===== src/rtl/ace_snoop_responder_pkg.sv =====
// Shared types for the ACE snoop responder: snoop/response encodings, update ops, FSM states
// and the snoop-to-response decision function.
package ace_snoop_responder_pkg;

  typedef enum logic [3:0] {
    SnpReadOnce           = 4'b0000,
    SnpReadShared         = 4'b0001,
    SnpReadClean          = 4'b0010,
    SnpReadNotSharedDirty = 4'b0011,
    SnpReadUnique         = 4'b0111,
    SnpCleanShared        = 4'b1000,
    SnpCleanInvalid       = 4'b1001,
    SnpMakeInvalid        = 4'b1101,
    SnpDvmComplete        = 4'b1110,
    SnpDvmMessage         = 4'b1111
  } acsnoop_t;

  // Bit order matches CRRESP[4:0]
  typedef struct packed {
    logic was_unique;
    logic is_shared;
    logic pass_dirty;
    logic error;
    logic data_transfer;
  } crresp_t;

  typedef enum logic [1:0] {
    UpdNone       = 2'b00,
    UpdInvalidate = 2'b01,
    UpdMakeClean  = 2'b10,
    UpdMakeShared = 2'b11
  } upd_op_t;

  typedef struct packed {
    crresp_t resp;
    upd_op_t op;
  } snoop_result_t;

  typedef enum logic [2:0] {
    StIdle, StLookup, StWait, StUpdate, StResp, StData
  } state_e;

  function automatic snoop_result_t snoop_resp(input acsnoop_t snoop, input logic hit,
                                               input logic dirty, input logic shared);
    snoop_result_t r;
    r = '0;
    if (hit) begin
      r.resp.was_unique = ~shared;
      case (snoop)
        SnpReadOnce: begin
          r.resp.data_transfer = 1'b1;
          r.resp.is_shared     = 1'b1;
        end
        SnpReadShared, SnpReadNotSharedDirty: begin
          r.resp.data_transfer = 1'b1;
          r.resp.is_shared     = 1'b1;
          r.resp.pass_dirty    = dirty;
          r.op                 = UpdMakeShared;
        end
        // Line keeps its dirty state, so ownership of the dirt is not passed
        SnpReadClean: begin
          r.resp.data_transfer = 1'b1;
          r.resp.is_shared     = 1'b1;
          r.op                 = UpdMakeShared;
        end
        SnpReadUnique, SnpCleanInvalid: begin
          r.resp.data_transfer = dirty | (snoop == SnpReadUnique);
          r.resp.pass_dirty    = dirty;
          r.op                 = UpdInvalidate;
        end
        SnpCleanShared: begin
          r.resp.data_transfer = dirty;
          r.resp.pass_dirty    = dirty;
          r.resp.is_shared     = 1'b1;
          r.op                 = dirty ? UpdMakeClean : UpdNone;
        end
        SnpMakeInvalid: begin
          r.op = UpdInvalidate;
        end
        default: r = '0;
      endcase
    end
    return r;
  endfunction

endpackage


===== src/rtl/ace_line_serializer.sv =====
// Holds one cache line and streams it out LSB-first as CD beats under valid/ready.
module ace_line_serializer #(
  parameter int unsigned DataWidth = 64,
  parameter int unsigned LineWidth = 512
) (
  input  logic                 clk_i,
  input  logic                 rst_ni,
  input  logic                 load_i,
  input  logic [LineWidth-1:0] line_i,
  input  logic                 en_i,
  output logic                 cd_valid_o,
  input  logic                 cd_ready_i,
  output logic [DataWidth-1:0] cd_data_o,
  output logic                 cd_last_o,
  output logic                 done_o
);

  localparam int unsigned NumBeats = LineWidth / DataWidth;
  localparam int unsigned CntWidth = (NumBeats > 1) ? $clog2(NumBeats) : 1;
  localparam logic [CntWidth-1:0] LastCnt = CntWidth'(NumBeats - 1);

  logic [NumBeats-1:0][DataWidth-1:0] line_q;
  logic [CntWidth-1:0]                cnt_q;
  logic                               beat_done;

  assign cd_valid_o = en_i;
  assign cd_data_o  = line_q[cnt_q];
  assign cd_last_o  = en_i && (cnt_q == LastCnt);
  assign beat_done  = cd_valid_o && cd_ready_i;
  assign done_o     = beat_done && cd_last_o;

  always_ff @(posedge clk_i or negedge rst_ni) begin
    if (!rst_ni) begin
      line_q <= '0;
      cnt_q  <= '0;
    end else begin
      if (load_i) line_q <= line_i;
      if (beat_done) cnt_q <= cd_last_o ? '0 : cnt_q + CntWidth'(1);
    end
  end

endmodule


===== src/rtl/ace_snoop_responder.sv =====
// ACE snoop responder: one outstanding snoop, cache lookup, optional state update,
// CR response and optional full-line CD transfer.
module ace_snoop_responder
  import ace_snoop_responder_pkg::*;
#(
  parameter int unsigned AddrWidth = 64,
  parameter int unsigned DataWidth = 64,
  parameter int unsigned LineWidth = 512
) (
  input  logic                 clk_i,
  input  logic                 rst_ni,
  input  logic                 ac_valid_i,
  output logic                 ac_ready_o,
  input  logic [AddrWidth-1:0] ac_addr_i,
  input  acsnoop_t             ac_snoop_i,
  input  logic [2:0]           ac_prot_i,
  output logic                 cr_valid_o,
  input  logic                 cr_ready_i,
  output crresp_t              cr_resp_o,
  output logic                 cd_valid_o,
  input  logic                 cd_ready_i,
  output logic [DataWidth-1:0] cd_data_o,
  output logic                 cd_last_o,
  output logic                 lkp_req_o,
  input  logic                 lkp_gnt_i,
  output logic [AddrWidth-1:0] lkp_addr_o,
  input  logic                 lkp_valid_i,
  input  logic                 lkp_hit_i,
  input  logic                 lkp_dirty_i,
  input  logic                 lkp_shared_i,
  input  logic [LineWidth-1:0] lkp_line_i,
  output logic                 upd_valid_o,
  input  logic                 upd_ready_i,
  output upd_op_t              upd_op_o
);

  localparam logic [AddrWidth-1:0] LineMask = AddrWidth'(LineWidth / 8 - 1);

  if (LineWidth % DataWidth != 0) begin : gen_width_check
    $error("LineWidth must be a multiple of DataWidth");
  end

  state_e         state_q, state_d;
  logic [AddrWidth-1:0] addr_q;
  acsnoop_t       snoop_q;
  logic [2:0]     prot_q;
  crresp_t        resp_q;
  upd_op_t        op_q;
  snoop_result_t  lkp_res;
  logic           ac_capture, lkp_capture, cd_en, cd_done;

  assign lkp_res    = snoop_resp(snoop_q, lkp_hit_i, lkp_dirty_i, lkp_shared_i);
  assign lkp_addr_o = addr_q & ~LineMask;

  always_comb begin
    state_d     = state_q;
    ac_ready_o  = 1'b0;
    lkp_req_o   = 1'b0;
    upd_valid_o = 1'b0;
    upd_op_o    = UpdNone;
    cr_valid_o  = 1'b0;
    cr_resp_o   = '0;
    cd_en       = 1'b0;
    ac_capture  = 1'b0;
    lkp_capture = 1'b0;
    unique case (state_q)
      StIdle: begin
        ac_ready_o = 1'b1;
        if (ac_valid_i) begin
          ac_capture = 1'b1;
          // DVM snoops never touch the cache
          state_d = (ac_snoop_i inside {SnpDvmComplete, SnpDvmMessage}) ? StResp : StLookup;
        end
      end
      StLookup: begin
        lkp_req_o = 1'b1;
        if (lkp_gnt_i) state_d = StWait;
      end
      StWait: begin
        if (lkp_valid_i) begin
          lkp_capture = 1'b1;
          state_d     = (lkp_res.op != UpdNone) ? StUpdate : StResp;
        end
      end
      StUpdate: begin
        upd_valid_o = 1'b1;
        upd_op_o    = op_q;
        if (upd_ready_i) state_d = StResp;
      end
      StResp: begin
        cr_valid_o = 1'b1;
        cr_resp_o  = resp_q;
        if (cr_ready_i) state_d = resp_q.data_transfer ? StData : StIdle;
      end
      StData: begin
        cd_en = 1'b1;
        if (cd_done) state_d = StIdle;
      end
      default: state_d = StIdle;
    endcase
  end

  always_ff @(posedge clk_i or negedge rst_ni) begin
    if (!rst_ni) begin
      state_q <= StIdle;
      addr_q  <= '0;
      snoop_q <= SnpReadOnce;
      prot_q  <= '0;
      resp_q  <= '0;
      op_q    <= UpdNone;
    end else begin
      state_q <= state_d;
      if (ac_capture) begin
        addr_q  <= ac_addr_i;
        snoop_q <= ac_snoop_i;
        prot_q  <= ac_prot_i;
        resp_q  <= '0;
        op_q    <= UpdNone;
      end
      if (lkp_capture) begin
        resp_q <= lkp_res.resp;
        op_q   <= lkp_res.op;
      end
    end
  end

  ace_line_serializer #(
    .DataWidth(DataWidth),
    .LineWidth(LineWidth)
  ) u_serializer (
    .clk_i     (clk_i),
    .rst_ni    (rst_ni),
    .load_i    (lkp_capture),
    .line_i    (lkp_line_i),
    .en_i      (cd_en),
    .cd_valid_o(cd_valid_o),
    .cd_ready_i(cd_ready_i),
    .cd_data_o (cd_data_o),
    .cd_last_o (cd_last_o),
    .done_o    (cd_done)
  );

  snoop_known: assert property (@(posedge clk_i) disable iff (!rst_ni)
    ac_valid_i |-> !$isunknown({ac_snoop_i, ac_prot_i}));
  prot_known: assert property (@(posedge clk_i) disable iff (!rst_ni)
    (state_q != StIdle) |-> !$isunknown(prot_q));
  cr_stable: assert property (@(posedge clk_i) disable iff (!rst_ni)
    cr_valid_o && !cr_ready_i |=> cr_valid_o && $stable(cr_resp_o));
  cd_stable: assert property (@(posedge clk_i) disable iff (!rst_ni)
    cd_valid_o && !cd_ready_i |=> cd_valid_o && $stable(cd_data_o) && $stable(cd_last_o));
  upd_stable: assert property (@(posedge clk_i) disable iff (!rst_ni)
    upd_valid_o && !upd_ready_i |=> upd_valid_o && $stable(upd_op_o));
  lkp_stable: assert property (@(posedge clk_i) disable iff (!rst_ni)
    lkp_req_o && !lkp_gnt_i |=> lkp_req_o && $stable(lkp_addr_o));

endmodule


===== config.mk =====
export PLATFORM = sky130hd
export DESIGN_NAME = ace_snoop_responder
export DESIGN_NICKNAME = d
export VERILOG_FILES = /design/src/rtl/ace_snoop_responder_pkg.sv /design/src/rtl/ace_line_serializer.sv /design/src/rtl/ace_snoop_responder.sv
export SDC_FILE = /design/constraint.sdc
export NUM_CORES = 1
export LEC_CHECK = 0
export ABC_AREA = 1
export BUFFER_PORTS_ARGS = -buffer_cell sky130_fd_sc_hd__buf_2
export CAP_MARGIN = 20
export CORE_MARGIN = 2
export CORE_UTILIZATION = 35
export CTS_CLUSTER_DIAMETER = 80
export DETAILED_ROUTE_END_ITERATION = 10
export RECOVER_POWER = 25
export SETUP_SLACK_MARGIN = 0.5
export SLEW_MARGIN = 20
export SYNTH_ARGS = -nofsm -noshare
export SYNTH_HDL_FRONTEND = slang
export SYNTH_HIERARCHICAL = 1
export SYNTH_SLANG_ARGS = --single-unit

===== constraint.sdc =====
create_clock -name clk_i -period 1.5 [get_ports clk_i]
set_input_delay 0.075 -clock clk_i [delete_from_list [all_inputs] [get_ports clk_i]]
set_output_delay 0.075 -clock clk_i [all_outputs]
set_load 0.01 [all_outputs]

# Yosys cells after proc, flatten, opt, wreduce, memory -nomap -nowiden
# Index checks and enable logic that the tools add are counted.
# word_totals
reg_bits	593
word_cells	94
output_inout_bits	141
# op_classes
bitwise_logic	2
n_eq_ne	21
magnitude_cmp	1
addsub	1
muxes	35
reduce_logical	16
# ops
op	n
64-bit binary-select mux with 3-bit select	1
64-bit 2-to-1 mux	1
3-bit 2-to-1 mux	10
4-bit equality test, second input constant	5
3-bit one-hot mux with 6 select lines	1
5-bit 2-to-1 mux	3
1-bit 2-to-1 mux	12
2-bit inequality test, second input constant	6
5-bit OR reduction	2
3-bit equality test, second input constant	3
4-bit by 2-bit equality test with 1-bit output, second input constant	2
2-bit 2-to-1 mux	4
8-bit OR reduction	1
7-bit 2-to-1 mux	1
3-bit by 2-bit equality test with 1-bit output, second input constant	2
2-bit one-hot mux with 3 select lines	1
6-bit AND reduction	1
2-bit nonzero test	3
3-bit OR reduction	2
4-bit by 1-bit equality test with 1-bit output, second input constant	1
4-bit by 3-bit equality test with 1-bit output, second input constant	1
4-bit logical NOT	1
3-bit by 4-bit < comparator with 1-bit output, second input constant	1
4-bit OR reduction	1
other kinds (8)	10

# Longest topological paths before layout
# logic_depth
ltp_word	8
mapped_depth	12
mapped_depth_nobuf	12

# Modules after synthesis
# The synthesis kept the hierarchy.
# by_module_without_submodules
mod	seq_area_each_um2	cells_each	area_each_um2	n_inst
ace_line_serializer	12887.4	3369	25072.8	1
ace_snoop_responder	1776.7	380	3083.0	1

# Least setup slack after synthesis
# No wires, ideal clock.
# synth_timing
path_type	register -> register
startpoint	reg state_q[0]
endpoint	reg state_q[0]
n_path_buf	0
path_slack_ns	-0.112
arrival_ns	1.547
setup_ns	0.065
synth_period_minus_slack_ns	1.612
stages_incl_launch_ff	13
cell_sequence	dfrtp_1 -> inv_1 -> nor3_1 -> nand2_1 -> nor2_1 -> inv_1 -> nand4_1 -> o21ai_0 -> nor2_1 -> nand2_1 -> nor2_2 -> nand2_1 -> nand2_1
# synth_between
elab_chain_len	6
elab_cells_between_ends	18
classes_between	11 x eq/ne; 2 x mux; 5 x reduce/logical
# synth_rtl
item	line	rtl
start: declaration	ace_snoop_responder.sv:43	state_e state_q, state_d;
start signal: assignment	ace_snoop_responder.sv:105	state_q <= StIdle;
start signal: assignment	ace_snoop_responder.sv:112	state_q <= state_d;
3-bit equality test *	ace_snoop_responder.sv:66	unique case (state_q)
1-bit 2-to-1 mux *	ace_snoop_responder.sv:66	
net cd_en	ace_snoop_responder.sv:50	logic ac_capture, lkp_capture, cd_en, cd_done;
1-bit logical AND, on equally long branches	ace_line_serializer.sv:29, ace_line_serializer.sv:28	
1-bit logical AND *	ace_line_serializer.sv:30	assign done_o = beat_done && cd_last_o;
net cd_done	ace_snoop_responder.sv:50	
2-bit inequality test (no line) *	-	
6-bit AND reduction (no line) *	-	
# The timed path passes the listed nets; every way through them passes the cells marked *.
# A chain may end at the register's enable or synchronous reset.

# Worst setup path after layout
# layout_timing
startpoint	reg u_serializer.cnt_q[0]
endpoint	out cd_data_o[46]
# layout_between
elab_chain_len	2
# layout_rtl
item	line	rtl
start: declaration	ace_line_serializer.sv:23	logic [CntWidth-1:0] cnt_q;
start signal: assignment	ace_line_serializer.sv:38	if (beat_done) cnt_q <= cd_last_o ? '0 : cnt_q + CntWidth'(1);
64-bit binary-select mux with 3-bit select	ace_line_serializer.sv:27	assign cd_data_o = line_q[cnt_q];
64-bit 2-to-1 mux (implied by the code)	ace_line_serializer.sv:27	
end: declaration	ace_snoop_responder.sv:22	output logic [DataWidth-1:0] cd_data_o,
# No other way between the ends. The select of a mux whose other input is x is not followed.

==> out/summary.txt <==
net count reported at finish: 5706
pwr dens: 2070 mW/mm^2
Starting DRT DRC Count: 2685
RSZ-0062 raised after global routing: true
CP Max Fanout: 10
crit path cell chain: buf_12, buf_16, buf_16, nand2_2, nand3_1, nand2_1, nand2_2, nand2_1, buf_2
full die area: 0.0827 sq mm
Die Ht: 288 microns
startpoint types: register
max-cap violations: 0
Final min period: 2.32 ns
Post-DP HPWL: 79.3 mm
clock latency at the later pin of the worst-skew pair: 0.61 ns
Yosys cell types: 24
grt total ovfl: 0
Post-Syn Instances: 3749
sequential area share after synthesis: 0.521
hold_ws: 0.198 ns
Num CTS Buffers: 69
worst slack, placed: -0.263 ns
top-level I/O count: 735
pin count of the biggest net entering global routing: 67
slew margin rel.: 0.329
vias in the first global route: 30.5k
kind of critical path: register to output port
Yosys top cell by area: dfrtp_1
global-route wire length before repair: 175 mm
clk slew on worst S/H paths: 0.06 ns
Setup-failing EPs final: 313
crit end category: output port
max-slew violations: 0
Pwr Total: 90500 uW
CP required: 1.42 ns
Hold Fails Final Rpt: 0
# clock sinks: 586
layout cells sized above 1: 0.240
CTS root buffer: clkbuf_16
Syn Area/Cell: 7.51 sq um
CTS tree: built
Syn-to-layout area delta: 55.3%
Synth Cell Area: 0.0282 sq mm
failing checks: setup timing
# DRC: 0
share of the synthesized area in the top cell type: 0.521
CTS HTree Levels: 3
Final WS setup: -0.817 ns
Starting Density: 0.352
FF+latch count, synth: 586
synth warn: 6
DR WL/cell: 18.9 microns
period utilization: 1.54
worst slew pin tran: 1.01 ns
clock buffer depth: 3
GRT Overall Usage: 0.276
Tightest Hold Check Type: primary input to asynchronous set/reset pin
antenna viol nets, final: 0
Pre-Repair DR Iteration Count: 8
Die Wd: 288 microns
Fin Clk Skew: 0.0242 ns
Port Buffers: 718
Vias/cell: 4.85
num rows: 104
Core ar.: 0.0800 sq mm
Max IR drop VDD: 0.971 mV
RePlAce Congestion: 0.933
status: finished with violations
final WL: 117 mm
crit path DAT: 2.24 ns
slowest stage delay, CP: 0.54 ns
Slowest-stage cell, CP: dfrtp_4
fmax: 432 MHz
initial antenna violation count: 5
Synth area leaders: dfrtp_1 52%, nand2_1 21%, inv_1 7.2%
P_leak: 0.0224 uW
total number of vias: 30.2k
-- area by class of cell --
class / count / area (sq um)
diodes: 6 / 15.0
clock buffers: 94 / 1960
clock inverters: 28 / 490
fillers: 7153 / 36300
inverters: 544 / 2060
multi-input cells: 2391 / 10700
flip-flops and latches: 586 / 14700
well taps: 1060 / 1330
repair buffers: 1518 / 12500
-- cells in the mapped netlist --
master and count:
nand4_1 2, o21ai_0 284, buf_2 77, nor2_2 5
clkbuf_1 81, nand2_2 1, buf_1 6, inv_2 4
inv_1 540, nor3_1 1, conb_1 1, dfrtp_1 586
o31ai_1 1, buf_4 16, nor2_1 13, o22ai_1 4
buf_6 54, nand3_1 265, nand2_1 1559, o211ai_1 1
a21oi_1 3, nand2_4 1, o21ai_1 242, ha_1 2
-- metrics by stage --
step | cell area, sq um | utilization | std cells | TNS, ns
after CTS | 43000 | 0.538 | 6215 | -62.50
after detailed placement | 34300 | 0.429 | 5504 | -28.16
after global placement | 34300 | 0.429 | 5504 | -25.56
after floorplan | 28200 | - | 3755 | -27.27
final | 43700 | 0.546 | 6227 | -56.83
after global routing | 43700 | 0.546 | 6224 | -115.32
-- power breakdown --
group	switching [uW]	internal [uW]
registers	2430	23500
logic	28500	17800
clock network	6980	11300
total	37900	52600
-- metal layers --
layer	wire length, microns	up-vias	global-route usage
li1	-	14151	-
met3	9290	420	0.0589
met2	51500	1598	0.410
met5	31	-	0
met4	6930	4	0.156
met1	49600	14024	0.372
-- layout by cell type (no fill, tap or decap), types with 2 or more instances in the layout --
cell           synthesis  routed
nand2_1             1559    1435
buf_2                 77     692
dlygate4sd3_1          0     584
dfrtp_1              586     582
inv_1                540     534
o21ai_1              242     305
o21ai_0              284     220
nand3_1              265     219
nand2_2                1     113
buf_4                 16     106
clkbuf_16              0      75
buf_12                 0      74
nand3_2                0      39
buf_6                 54      32
clkbuf_1              81      14
nand2_4                1      13
bufinv_16              0      12
clkbuf_8               0      12
nor2_1                13      10
buf_16                 0      10
inv_2                  4       8
clkinv_2               0       8
nand3_4                0       7
conb_1                 1       7
diode_2                0       6
clkbuf_4               0       6
nor2_4                 0       4
nor2_2                 5       4
o22ai_1                4       4
clkbuf_2               0       4
a21oi_1                3       3
dfrtp_4                0       3
nand4_1                2       2
clkinv_4               0       2
clkinv_8               0       2
inv_6                  0       2
ha_1                   2       2
buf_8                  0       2
-- timing repair --
| action | 4_1_cts | 5_1_grt |
|---|---|---|
| pin swaps | 21 | 16 |
| cloned | 3 | 5 |
| hold buffers | 584 | 0 |
| setup buffers | 2 | 1 |
| setup endpoints to repair | 720 | 720 |
| hold endpoints to repair | 1171 | 0 |
| resized for setup | 99 | 167 |
-- critical path, delay by kind of cell, from the launching register on --
family / cells / cell delay (ns)
buf+inv: 4 / 0.65
flops: 1 / 0.54
simple gates: 5 / 0.45
-- path summary, 6_finish.rpt --
kind / start / end / slack [ns] / cells past startpoint
setup / recovery: u_serializer/cnt_q[0]$_DFFE_PN0P_ / cd_data_o[46] / -0.82 / 9
hold / removal: rst_ni / u_serializer/line_q[285]$_DFFE_PN0P_ / 0.20 / 2
setup reg to reg: u_serializer/cnt_q[0]$_DFFE_PN0P_ / state_q[1]$_DFFE_PN0P_ / -0.21 / 12
hold reg to reg: addr_q[23]$_DFFE_PN0P_ / addr_q[23]$_DFFE_PN0P_ / 0.48 / 2
max in group asynchronous: rst_ni / u_serializer/line_q[150]$_DFFE_PN0P_ / 0.06 / 3
min in group clk_i: lkp_valid_i / u_serializer/line_q[281]$_DFFE_PN0P_ / 0.20 / 7
-- kinds of logic after synthesis --
group / count (synthesis) / share of synthesized area
fa+ha+maj: 2 / 0.000889
compound gates: 535 / 0.0955
other cells: 1 / 0.000133
flops: 586 / 0.521
buf+inv: 778 / 0.124
simple gates: 1847 / 0.259
-- registers in the layout, summed over array words and instances, names as in the netlist --
name and flops:
addr_q 58, op_q 2, u_serializer/line_q 512, u_serializer/cnt_q 3, state_q 3, snoop_q 4
resp_q 4
No activity file was read; power rests on OpenSTA's default activity.
